===== config.mk =====
export PLATFORM = sky130hd
export DESIGN_NAME = block_loopback_buffer
export DESIGN_NICKNAME = d
export VERILOG_FILES = /design/src/rtl/block_loopback_buffer.sv
export SDC_FILE = /design/constraint.sdc
export NUM_CORES = 1
export LEC_CHECK = 0
export BUFFER_PORTS_ARGS = -buffer_cell sky130_fd_sc_hd__buf_2
export CAP_MARGIN = 20
export CORE_MARGIN = 4
export CORE_UTILIZATION = 35
export CTS_BUF_LIST = sky130_fd_sc_hd__clkbuf_8
export DETAILED_ROUTE_END_ITERATION = 8
export HOLD_SLACK_MARGIN = 0.12
export PLACE_DENSITY = 0.5
export SLEW_MARGIN = 0
export SYNTH_ARGS = -nofsm -noshare
export SYNTH_HDL_FRONTEND = slang
export SYNTH_SLANG_ARGS = --single-unit
export TNS_END_PERCENT = 30

===== constraint.sdc =====
create_clock -name uc_clk -period 3.66 [get_ports uc_clk]
set_input_delay 0.183 -clock uc_clk [delete_from_list [all_inputs] [get_ports uc_clk]]
set_output_delay 0.183 -clock uc_clk [all_outputs]
set_load 0.01 [all_outputs]

===== src/rtl/block_loopback_buffer.sv =====
// block_loopback_buffer
// Captures one block-in payload from active_block into a small byte memory,
// holds it, and replays it on the block-out path when user logic asks.
// Runs entirely in the uc_clk domain.
module block_loopback_buffer #(
  parameter int DEPTH = 16,
  parameter int AW    = 4
) (
  input  logic          uc_clk,
  input  logic          uc_reset,
  input  logic          blk_rcv,
  input  logic          blk_ready,
  input  logic          blk_busy,
  input  logic [7:0]    blk_length,
  input  logic [7:0]    blk_data_in,
  input  logic          tx_go,
  input  logic          abort,
  output logic          blk_start,
  output logic [7:0]    blk_data_out,
  output logic [AW:0]   buf_count,
  output logic          buf_full,
  output logic          overflow,
  output logic [1:0]    state_o
);

  typedef enum logic [1:0] {
    IDLE = 2'd0,
    RECV = 2'd1,
    HOLD = 2'd2,
    SEND = 2'd3
  } state_t;

  localparam logic [8:0]  DEPTH9 = 9'(DEPTH);
  localparam logic [AW:0] ONE    = (AW + 1)'(1);

  state_t      state;
  state_t      state_n;
  logic [7:0]  mem [DEPTH];
  logic [AW:0] wr_idx;
  logic [AW:0] rd_idx;
  logic [AW:0] target;
  logic [AW:0] wr_nxt;
  logic        ready_d;
  logic        rise;
  logic        fall;
  logic        do_latch;
  logic        do_write;
  logic        do_send;
  logic        do_done;
  logic [8:0]  len9;
  logic [8:0]  len_clip;
  logic        len_zero;
  logic        len_over;

  assign rise     = blk_ready & ~ready_d;
  assign fall     = ~blk_ready & ready_d;
  assign wr_nxt   = wr_idx + ONE;
  assign len9     = {1'b0, blk_length};
  assign len_over = (len9 > DEPTH9);
  assign len_clip = len_over ? DEPTH9 : len9;
  assign len_zero = (blk_length == 8'd0);
  assign state_o  = state;

  // State register.
  always_ff @(posedge uc_clk or posedge uc_reset) begin
    if (uc_reset) state <= IDLE;
    else          state <= state_n;
  end

  // Next-state logic and one-cycle action strobes; abort overrides everything,
  // and in HOLD a new block-in wins over a replay request.
  always_comb begin
    state_n  = state;
    do_latch = 1'b0;
    do_write = 1'b0;
    do_send  = 1'b0;
    do_done  = 1'b0;
    if (abort) begin
      state_n = IDLE;
    end else begin
      case (state)
        IDLE: begin
          if (blk_rcv) begin
            do_latch = 1'b1;
            state_n  = len_zero ? HOLD : RECV;
          end
        end
        RECV: begin
          if (fall && (wr_idx < target)) begin
            do_write = 1'b1;
            if (wr_nxt == target) state_n = HOLD;
          end
        end
        HOLD: begin
          if (blk_rcv) begin
            do_latch = 1'b1;
            state_n  = len_zero ? HOLD : RECV;
          end else if (tx_go && (buf_count != '0)) begin
            do_send = 1'b1;
            state_n = SEND;
          end
        end
        SEND: begin
          if ((rd_idx == target) && !blk_busy) begin
            do_done = 1'b1;
            state_n = IDLE;
          end
        end
        default: state_n = IDLE;
      endcase
    end
  end

  // Control and index registers, plus the registered replay byte.
  always_ff @(posedge uc_clk or posedge uc_reset) begin
    if (uc_reset) begin
      ready_d      <= 1'b0;
      wr_idx       <= '0;
      rd_idx       <= '0;
      target       <= '0;
      blk_start    <= 1'b0;
      buf_count    <= '0;
      buf_full     <= 1'b0;
      overflow     <= 1'b0;
      blk_data_out <= 8'd0;
    end else begin
      ready_d <= blk_ready;
      if (abort) begin
        blk_start <= 1'b0;
        buf_full  <= 1'b0;
        buf_count <= '0;
      end else begin
        if (do_latch) begin
          target    <= len_clip[AW:0];
          wr_idx    <= '0;
          overflow  <= len_over;
          buf_count <= '0;
          buf_full  <= len_zero;
        end
        if (do_write) begin
          wr_idx    <= wr_nxt;
          buf_count <= wr_nxt;
          if (wr_nxt == target) buf_full <= 1'b1;
        end
        if (do_send) begin
          rd_idx    <= '0;
          blk_start <= 1'b1;
          buf_full  <= 1'b0;
        end
        // Extra rises past the payload end are ignored so the exit compare
        // on rd_idx == target cannot be skipped over.
        if ((state == SEND) && rise && (rd_idx < target)) begin
          rd_idx <= rd_idx + ONE;
        end
        if (do_done) begin
          blk_start <= 1'b0;
          buf_count <= '0;
        end
      end
      if (state == SEND) begin
        blk_data_out <= mem[rd_idx[AW-1:0]];
      end
    end
  end

  // Payload memory; contents survive reset by design.
  always_ff @(posedge uc_clk) begin
    if (do_write) mem[wr_idx[AW-1:0]] <= blk_data_in;
  end

endmodule

==> Yosys cells after proc, flatten, opt, wreduce, memory -nomap -nowiden <==
Memory sizes are Yosys's and may differ from the RTL's. A register that Yosys moved wholly into a read port is not among the register bits.
Cells that the tools add are included.
{ "classes": {"n_lt_le_gt_ge": 3, "muxes": 39, "n_addsub": 2, "eq_ne": 10, "n_reduce_logical": 18, "bitwise": 5} }
{ "ops": {"columns": ["op", "n"], "rows": [
  ["two-way mux 5 bit", 7],
  ["two-way mux 1 bit", 23],
  ["two-way mux 2 bit", 8],
  ["!= test 3 bit (second input constant)", 4],
  ["adder 5 x 1 -> 5 bit (second input constant)", 2],
  ["== test 5 bit", 2],
  ["less-than comparator 5 bit", 2],
  ["> comparator 8 x 5 -> 1 bit (second input constant)", 1],
  ["zero test 8 bit", 1],
  ["one-hot mux 2 bit (4 select lines)", 1],
  ["AND reduction 2 bit", 3],
  ["logical AND 1 bit", 5],
  ["AND reduction 5 bit", 1],
  ["nonzero test 5 bit", 1],
  ["== test 2 bit (second input constant)", 2],
  ["!= test 4 bit (second input constant)", 1],
  ["nonzero test 2 bit", 2],
  ["nonzero test 4 bit", 1],
  ["NOT 1 bit", 3],
  ["nonzero test 3 bit", 1],
  ["AND 1 bit", 2],
  ["== test 2 x 1 -> 1 bit (second input constant)", 1],
  ["zero test 2 bit", 1],
  ["OR reduction 2 bit", 1],
  ["zero test 1 bit", 1]
]} }
{ "word_totals": {"inputBits": 23, "output_inout_bits": 18, "ram_bits": 128, "memories": 1, "reg_bits": 26} }
{ "mem_list": {"columns": ["name", "words", "word_bits", "rd", "rd_ports_with_merged_regs", "wr", "line_no", "text"], "rows": [
  ["mem", 16, 8, 1, 1, 1, "38", "logic [7:0] mem [DEPTH];"]
]} }

==> Depth between registers and ports, before layout <==
Gate-level depths: netlist (run 1).
{ "depth": {"ltp_word": 9, "ltp_mapped": 9, "ltp_nobuf": 7} }

==> Least setup slack after synthesis (run 1) <==
No wires, ideal clock.
{ "synth_path": {"path_type": "reg2reg", "startpoint": "register wr_idx[1]", "endpoint": "memory mem[3][0], enable pin", "setup_ns": 0.383, "t_required_ns": 3.277, "slack_ns": 0.969, "arrival_time_ns": 2.308, "path_stages_with_launch": 8, "synth_period_minus_slack_ns": 2.691, "path_cell_list": "dfrtp_1 > ha_1 > nor2b_1 > o2111a_1 > nor3_1 > clkbuf_1 > nand2_1 > nor3_1"} }
{ "synth_via": {"elab_chain_cells": 7} }
{ "synth_rtl": {"columns": ["element", "line_no", "text"], "rows": [
  ["start, declared", "39", "logic [AW:0] wr_idx;"],
  ["start signal, assigned", "141", "wr_idx <= wr_nxt;"],
  ["less-than comparator 5 bit", "89", "if (fall && (wr_idx < target)) begin"],
  ["logical AND 1 bit", "89", null],
  ["two-way mux 1 bit", "89", null],
  ["two-way mux 1 bit", "81", "case (state)"],
  ["two-way mux 1 bit", "78", "if (abort) begin"],
  ["two-way mux 1 bit", "168", "if (do_write) mem[wr_idx[AW-1:0]] <= blk_data_in;"],
  ["two-way mux 1 bit (not written as such)", "168", null],
  ["end, declared", "38", null]
]} }
Parallel ways exist; a longest one is shown, timed or not.

==> Worst setup path after layout (run 1) <==
{ "layout_path": {"startpoint": "register wr_idx[3]", "endpoint": "memory mem[15][6], enable pin"} }
Same word-level chain as after synthesis.

==> results of run 1 <==
==> state kept, by name (all words and copies together), names as in the netlist <==
name and flops:
state_o 2, rd_idx 5, mem 128, overflow 1, buf_count 5, wr_idx 5
target 5, buf_full 1, blk_start 1, ready_d 1, blk_data_out 8
==> critical path: cells and delay by family, from the launching register on <==
family | cells | cell delay [ns]
AND/OR/NAND/NOR | 2 | 0.98
flip-flops | 1 | 0.51
adder cells (fa/ha/maj) | 1 | 0.36
AO/OA/AOI/OAI | 2 | 0.34
==> final timing paths <==
kind | from | to | slack [ns] | cells past startpoint
setup reg to reg | wr_idx[3] | mem[15][6] | 1.10 | 5
max in group asynchronous | uc_reset | rd_idx[0] | 2.90 | 4
min in group asynchronous | uc_reset | blk_data_out[2] | 0.39 | 4
setup / recovery | wr_idx[3] | mem[15][6] | 1.10 | 5
hold / removal | blk_data_in[2] | mem[10][2] | 0.14 | 1
hold reg to reg | overflow | overflow | 0.49 | 2
==> layout by cell type, fill, tap and decap left out, drive strengths merged, types with 3 or more instances in the layout <==
master / synthesis / layout
nand3: 4 / 4
nand4: 4 / 4
xor2: 3 / 3
a22o: 4 / 4
xnor2: 4 / 4
nor4: 3 / 3
edfxtp: 128 / 128
o21ai: 25 / 25
clkinvlp: 0 / 3
nand2: 16 / 16
nand2b: 3 / 3
or3: 7 / 7
mux2i: 18 / 18
a21oi: 19 / 19
nor2: 19 / 19
ha: 15 / 15
bufinv: 0 / 3
buf: 5 / 48
mux4: 32 / 32
and3: 13 / 13
nor3: 8 / 8
nor2b: 7 / 7
inv: 13 / 20
clkbuf: 15 / 18
dfrtp: 34 / 34
dlygate4sd3: 0 / 22
a211oi: 3 / 3
==> cell type report <==
cell class,instances,share of cell area
sequential,162,0.5883
clock inverter,14,0.02038
inverter,13,0.006114
multi-input combinational,224,0.2532
tap,260,0.04076
timing repair buffer,70,0.06020
clock buffer,18,0.03104
==> report_power, final <==
part / internal (mW) / switching, mW / leakage [nW] / total (mW)
registers: 2.05 / 0.0579 / 1.60 / 2.11
logic: 0.289 / 0.316 / 1.01 / 0.606
clock network: 0.692 / 0.671 / 0.208 / 1.36
total: 3.03 / 1.05 / 2.81 / 4.08
==> through the flow <==
stage | instances | power (mW) | worst slack (ns)
3_3_place_gp | 707 | 2.750 | 1.170
6_report | 761 | 4.078 | 1.098
4_1_cts | 761 | 4.130 | 1.072
5_1_grt | 761 | 4.279 | 0.8820
2_1_floorplan | 419 | 2.549 | 0.9689
3_5_place_dp | 707 | 2.756 | 1.090
==> routing by layer <==
layer | vias to the layer above | wire length (um) | global-route usage
met5 | - | 0 | 0
met4 | 0 | 151 | 0.04065
met3 | 8 | 533 | 0.03617
met2 | 78 | 7793 | 0.2478
met1 | 1973 | 6839 | 0.1938
li1 | 1777 | - | -
==> kinds of logic (layout without fill, tap and decap cells) <==
kind of cell             Yosys count  in the layout
buffers and inverters             33            115
XOR/XNOR                           8              8
AND/OR/NAND/NOR                   91             91
flip-flops                       162            162
multiplexers                      51             51
adder cells (fa/ha/maj)           15             15
AO/OA/AOI/OAI                     59             59
==> summary.md, run 1 <==
| Metric | Value |
|---|---|
| Status | finished clean |
| CTS sink cnt | 162 |
| Post-synthesis mux area share | 0.1332 |
| Final count of negative-setup-slack endpoints | 0 |
| Fin crit share | 0.6999 |
| IO Pins | 41 |
| Max-cap violations | 0 |
| DR WL/cell | 20.13 um |
| HP Class | in2reg |
| Clk pin slew, worst setup/hold paths | 0.10 ns |
| Adder-cell share of the synthesized area | 0.02741 |
| Post-synth top cells | 128 x edfxtp_1, 34 x dfrtp_1, 32 x mux4_2 |
| Row cnt | 50 |
| Slew Limit Headroom | 0.4019 |
| Number of port buffers | 40 |
| Antenna viol nets, final | 0 |
| Die Width | 147.9 um |
| Share of layout cells above drive strength 1 | 0.2335 |
| Resize count post-CTS | 0 |
| Total negative slack | 0 ns |
| Hold WS | 0.1370 ns |
| Slowest cell on the critical path | nor2_1 |
| Post-synthesis sequential area ratio | 0.6857 |
| CTS tree | done |
| Final nets | 526 |
| Synth warnings | 0 |
| Yosys reg bits | 162 |
| Vias per cell | 5.041 |
| Final Util | 0.4211 |
| Setup CP Type | reg2reg |
| Initial antenna violation count | 0 |
| Hold Buf Count CTS | 22 |
| Ys flop type | edfxtp_1 |
| Grt ovf | 0 |
| Multi-input gate area | 2021 sq um |
| Slowest stage delay, CP | 0.55 ns |
| DIE HEIGHT | 147.9 um |
| Startpoint type of the worst setup path | flop |
| Power per cell area | 510.9 nW/um^2 |
| Simple-Gate Fraction of Synth Area | 0.07054 |
| Starting Density | 0.3612 |
| Number of synthesized flops with an enable pin | 128 |
| DIE AREA | 21860 sq um |
| Worst endpoint required time | 3.73 ns |
| Sequential Area | 4696 sq um |
| Clock Path Buffers | 2 |
| Post-Syn Area | 6847 sq um |
| Clock root cell | clkbuf_8 |
| Ys async rst share | 0.2099 |
| Leak | 2.813 nW |
| CTS buffer count | 17 |
| Diode count | 0 |
| Worst-path maximum fanout | 11 |
| Layout fillers | 1715 |
| Cell accounting for the most synthesized area | edfxtp_1 |
| Global-route usage over all layers | 0.1479 |
| Synth top area share | 0.5614 |
| DR pass1 iterations | 4 |
| DR iter-0 viols | 207 |
| CP cell instances | ha_1 -> a21oi_1 -> o211ai_1 -> or3_4 -> nor2_1 |
| RSZ-0062 raised after global routing | false |
| Core area | 18960 sq um |
| Via Count | 3836 |
| Slew Limit Fails | 0 |
| Worst-Skew Late Latency | 0.45 ns |
| First-pass GRT wire length | 24.09 mm |
| Syn Area/Cell | 16.34 sq um |
| Placement-stage cell area | 7351 sq um |
| Fin crit period | 2.562 ns |
| Synth Area in XOR/XNOR | 0.01224 |
| Top post-synthesis cells by area | edfxtp_1 56%, dfrtp_1 12%, mux4_2 11% |
| Synth Net Count | 457 |
| Distinct cells, synth | 44 |
| Worst-Margin Slew | 0.8847 ns |
| Drt total wl | 15.32 mm |
| Vias in the first global route | 4153 |
| Final clock skew | 0.02455 ns |
| Fin area | 7981 sq um |
| Pin count of the biggest net entering global routing | 36 |
| Routability cong. | 0.7958 |
| H-tree levels | 4 |
| Worst ir drop on vdd | 0.0002193 V |
| Setup bufs post-CTS | 0 |
| Final hold vios | 0 |
| Worst EP arrival | 2.63 ns |
| HPWL reported at the end of detailed placement | 10.01 mm |
| Largest family of logic cells by synthesized area | multiplexers |
| Top-count cell post-synth | edfxtp_1 |
| Post-synthesis compound-gate area fraction | 0.05099 |
| Drt drc | 0 |
| Gate Count Post-Synth | 419 |
| Max frequency | 0.3904 GHz |
| Setup crit end kind | flop |
| Syn-to-layout area delta | 16.58% |
No activity file was read; power rests on OpenSTA's default activity.
==> run 2, diff against run 1 <==
clock period = 2.4 ns   (was 3.66 ns; I/O delays follow)
==> run 2 against run 1 <==
  * Worst setup slack got worse by 0.99 ns
  * Sequential share of layout area fell by 2.1 points
  * Die area did not move
  * Clock-buffer cell count fell by 1
  * Utilization rose by 1.6 points
  * Non-clock buffer count rose by 32
  * Final cell count rose by 4.1%
  * Power rose by 50%
  * Worst hold slack improved by 0.079 ns
  * Clock skew fell by 0.012 ns
  * Wire length rose by 1.4%
==> summary.md, run 2 (same netlist as run 1, synthesis figures left out) <==
| Metric | Value |
|---|---|
| Fin crit period | 2.288 ns |
| Slew Limit Fails | 0 |
| CTS buffer count | 17 |
| Routability cong. | 0.8457 |
| Slew Limit Headroom | 0.3472 |
| DIE AREA | 21860 sq um |
| Share of layout cells above drive strength 1 | 0.2782 |
| DR iter-0 viols | 285 |
| Worst-Skew Late Latency | 0.45 ns |
| Vias per cell | 4.967 |
| Largest register FFs | 128 |
| IO Pins | 41 |
| Power per cell area | 739.9 nW/um^2 |
| Status | finished clean |
| Final clock skew | 0.01231 ns |
| H-tree levels | 4 |
| Starting Density | 0.3612 |
| Grt ovf | 0 |
| RSZ-0062 raised after global routing | false |
| Clk pin slew, worst setup/hold paths | 0.08 ns |
| Crit path buffers/inverters | 3 |
| Diode count | 0 |
| Met3 GRT Util | 0.03066 |
| Largest delay share family, worst path | buffers and inverters |
| Drt total wl | 15.54 mm |
| Pin count of the biggest net entering global routing | 30 |
| Max frequency | 0.4371 GHz |
| Initial antenna violation count | 0 |
| Grt met1 use | 0.2085 |
| Clock root cell | clkbuf_8 |
| Global-route usage over all layers | 0.1500 |
| Pre-CTS setup slack | 0.1699 ns |
| Drt drc | 0 |
| DIE HEIGHT | 147.9 um |
| Fin crit share | 0.9533 |
| Hold WS | 0.2161 ns |
| Antenna viol nets, final | 0 |
| M2 GR Usage | 0.2381 |
| Commonest cells after routing, fill and taps aside | 128 x edfxtp_1, 40 x buf_2, 33 x dfrtp_1, 32 x mux4_2, 32 x buf_4 |
| Final Util | 0.4366 |
| Vias in the first global route | 4129 |
| CTS tree | done |
| First-pass GRT wire length | 24.58 mm |
| Worst endpoint required time | 2.71 ns |
| Row cnt | 50 |
| Worst ir drop on vdd | 0.0003783 V |
| Final count of negative-setup-slack endpoints | 0 |
| Startpoint type of the worst setup path | input port |
| PnR Total Power | 6.123 mW |
| CTS sink cnt | 162 |
| Most common cell after layout, fill and taps aside | edfxtp_1 |
| Worst EP arrival | 2.60 ns |
| Leak | 2.999 nW |
| DR WL/cell | 19.62 um |
| CP cell instances | dlygate4sd3_1 -> buf_2 -> or4_1 -> a2111oi_0 -> dlygate4sd3_1 -> o21ai_0 |
| HPWL reported at the end of detailed placement | 10.65 mm |
| DR pass1 iterations | 4 |
| Syn-to-layout area delta | 20.87% |
| Via Count | 3934 |
| Setup crit end kind | flop |
| Worst setup margin | 0.1120 ns |
| Worst path most repeated cell | dlygate4sd3_1 |
| Worst-path maximum fanout | 2 |
| Clock Path Buffers | 2 |
| Final hold vios | 0 |
| Final nets | 558 |
| Max-cap violations | 0 |
| GRT busiest layer | met2 |
| Slowest cell on the critical path | dlygate4sd3_1 |
| Slowest stage delay, CP | 0.62 ns |
| Die Width | 147.9 um |
| HP Class | in2reg |
| Number of port buffers | 40 |
| Setup CP Type | in2reg |
| Worst-Margin Slew | 0.9656 ns |
| Core area | 18960 sq um |
## run 2: worst register-to-register path, delay by kind of cell, from the launching register on
kind / cells / cell delay, ns
buffers and inverters: 2 / 0.27
AND/OR/NAND/NOR: 3 / 0.73
flip-flops: 1 / 0.39
adder cells (fa/ha/maj): 1 / 0.26
AO/OA/AOI/OAI: 1 / 0.30
## run 2: worst paths after layout
path                       cells after the start               to     startpoint  slack, ns
hold / removal                                 5        blk_start       blk_busy       0.22
hold reg to reg                                2         overflow       overflow       0.50
min in group asynchronous                      3  blk_data_out[4]       uc_reset       0.37
setup reg to reg                               7       mem[15][7]      target[1]       0.15
max in group asynchronous                      4        wr_idx[0]       uc_reset       1.33
setup / recovery                               6         overflow  blk_length[1]       0.11
## run 2: layout make-up
type,count,area [sq um]
Tap cell,260,325.3
Clock buffer,17,234.0
Fill cell,1694,10680
Clock inverter,14,142.6
Inverter,13,48.80
Multi-Input combinational cell,224,2037
Timing Repair Buffer,102,792.0
Sequential cell,162,4696
## run 2: per-layer routing
metal | wire [um] | part of all wire | vias to the layer above
met2 | 7624 | 0.49 | 64
li1 | - | - | 1827
met3 | 553 | 0.036 | 17
met4 | 277 | 0.018 | 0
met1 | 7082 | 0.46 | 2026
met5 | 0 | 0 | -
## run 2: through the flow
stage	cells	cell area (sq um)	TNS (ns)
after floorplan	419	6857	-1.076
after global placement	736	7641	0
after detailed placement	736	7641	0
after CTS	791	8258	0
after global routing	792	8275	0
final	792	8275	0
## run 2: where the power goes
group	switching (mW)	leakage [nW]	total, mW	internal [mW]
clock network	1.00	0.203	1.92	0.919
logic	0.522	1.20	1.01	0.484
registers	0.0664	1.60	3.19	3.13
total	1.59	3.00	6.12	4.53
## run 2: repair_timing
item / CTS / global route
resized for setup: 0 / 2
endpoints found under the setup margin: 0 / 2
hold buffers: 24 / 0
hold endpoints to repair: 156 / 0
setup buffers: 0 / 1
==> run 3, diff against run 2 <==
BUFFER_PORTS_ARGS = -buffer_cell sky130_fd_sc_hd__buf_4   (was -buffer_cell sky130_fd_sc_hd__buf_2)
==> run 3 against run 2 <==
  * Combinational power hardly changed
  * Highest routed layer unchanged
  * Largest power group unchanged
  * Wire length is 3.5% lower
  * Critical endpoint is now mem[1][6]
  * Clock power is 5% higher
  * Global-route usage is 0.49 points lower
  * Register-to-register slack better by 0.02 ns
  * Design area is 1.3% higher
  * Worst setup slack better by 0.062 ns
  * Power is 2.2% higher
  * Critical path depth is 2 higher
  * Utilization is 0.55 points higher
==> summary.md, run 3 (same netlist as run 1, synthesis figures left out) <==
| Metric | Value |
|---|---|
| Worst endpoint required time | 2.56 ns |
| Leak | 3.014 nW |
| Initial antenna violation count | 0 |
| Largest register FFs | 128 |
| Combinational power share | 0.166 |
| First-pass GRT wire length | 23.88 mm |
| DR pass1 iterations | 4 |
| Clock Path Buffers | 2 |
| Worst ir drop on vdd | 0.0003479 V |
| Die Width | 147.9 um |
| Share of layout cells above drive strength 1 | 0.2767 |
| CTS buffer count | 17 |
| IO Pins | 41 |
| Core area | 18960 sq um |
| Final nets | 550 |
| DR iter-0 viols | 272 |
| Clock Power Share | 0.323 |
| Cells after DPL | 733 |
| Row cnt | 50 |
| Fin crit period | 2.226 ns |
| Clk pin slew, worst setup/hold paths | 0.08 ns |
| Final hold vios | 0 |
| DR WL/cell | 19.13 um |
| Diode count | 0 |
| Final Util | 0.4420 |
| Grt ovf | 0 |
| Sw Pwr | 1.577 mW |
| Final clock skew | 0.01332 ns |
| Worst-Margin Slew | 0.8761 ns |
| Final count of negative-setup-slack endpoints | 0 |
| Clock root cell | clkbuf_8 |
| DIE HEIGHT | 147.9 um |
| DIE AREA | 21860 sq um |
| Power per cell area | 746.5 nW/um^2 |
| Routability cong. | 0.7916 |
| Setup bufs post-CTS | 0 |
| Startpoint type of the worst setup path | flop |
| HP Class | in2reg |
| Fin crit share | 0.9277 |
| Number of port buffers | 40 |
| Vias in the first global route | 4107 |
| Antenna viol nets, final | 0 |
| Sequential Power Share | 0.511 |
| RSZ-0062 raised after global routing | false |
| Vias per cell | 4.923 |
| R2R Setup Slk | 0.17 ns |
| Global-route usage over all layers | 0.1451 |
| Worst-Skew Late Latency | 0.44 ns |
| H-tree levels | 4 |
| Hold WS | 0.2427 ns |
| Drt drc | 0 |
| Max-cap violations | 0 |
| Starting Density | 0.3612 |
| CTS sink cnt | 162 |
| Commonest cells after routing, fill and taps aside | 128 x edfxtp_1, 64 x buf_4, 33 x dfrtp_1, 32 x mux4_2, 24 x o21ai_0 |
| Worst EP arrival | 2.39 ns |
| Max frequency | 0.4491 GHz |
| Slew Limit Fails | 0 |
| Most common cell after layout, fill and taps aside | edfxtp_1 |
| CTS tree | done |
| Setup crit end kind | flop |
| Status | finished clean |
| Setup CP Type | reg2reg |
| Pin count of the biggest net entering global routing | 35 |
| Slew Limit Headroom | 0.4077 |
| HPWL reported at the end of detailed placement | 10.47 mm |
| Via Count | 3860 |
| PnR Total Power | 6.255 mW |
| Worst-path maximum fanout | 13 |
| Syn-to-layout area delta | 22.39% |
| Switching share of total power | 0.2521 |
| Drt total wl | 15.00 mm |
| Resize count post-CTS | 0 |
| Internal cell power | 4.678 mW |
| Non-filler instance count after layout | 784 |
-- run 3: changes by cell type in the layout (fill, tap and decap cells not counted), sizes merged --
cell / before / now
buf: 78 / 74
bufinv: 2 / 3
clkinv: 4 / 6
clkinvlp: 1 / 0
dlygate4sd3: 24 / 20
inv: 20 / 18
-- run 3: final timing paths --
path,startpoint,end,cells after the start
min,blk_busy,blk_start,5
max,target[1],mem[1][6],8
max reg2reg,target[1],mem[1][6],8
max in group asynchronous,uc_reset,rd_idx[0],4
min reg2reg,overflow,overflow,2
min in group asynchronous,uc_reset,blk_data_out[6],4
-- run 3: area by class of cell --
type                    count  area, sq um
well taps                 260        325.3
flip-flops and latches    162         4696
clock inverters            14        163.9
inverters                  13        48.80
fillers                  1673        10580
clock buffers              17        234.0
repair buffers             94        880.8
multi-input cells         224         2031
-- run 3: timing repair --
item	4_1_cts	5_1_grt
endpoints found under the hold margin	178	0
hold buffers	20	0
endpoints found under the setup margin	0	0
-- run 3: critical path: stages (launching register included) --
cell and delay, ns:
dfrtp_1 0.39, inv_1 0.08, ha_1 0.26, nor2b_1 0.13, o2111a_1 0.27, nor3_2 0.23, buf_4 0.22, and3_1 0.22
buf_12 0.15
-- run 3: metrics by stage --
step | worst slack, ns | setup TNS [ns] | area (sq um)
2_1_floorplan | -0.06726 | -1.076 | 6857
3_3_place_gp | 0.2160 | 0 | 7781
3_5_place_dp | 0.1733 | 0 | 7781
4_1_cts | 0.1682 | 0 | 8379
5_1_grt | 0.03080 | 0 | 8379
6_report | 0.1736 | 0 | 8379
-- run 3: power by group through the flow --
stage                     Clock (mW)  Combinational, mW  Sequential [mW]
after global placement             0               1.04             3.26
after detailed placement           0               1.04             3.26
after CTS                       2.08               1.07             3.20
final                           2.02               1.04             3.19
after global routing            2.20               1.16             3.21
after floorplan                    0              0.608             3.28
-- run 3: per-layer routing --
metal | vias up | part of all wire | wire, um | track usage
li1 | 1822 | - | - | -
met1 | 1960 | 0.47 | 7027 | 0.2080
met2 | 62 | 0.48 | 7210 | 0.2280
met3 | 16 | 0.039 | 578 | 0.02759
met4 | 0 | 0.012 | 182 | 0.04065
met5 | - | 0 | 0 | 0
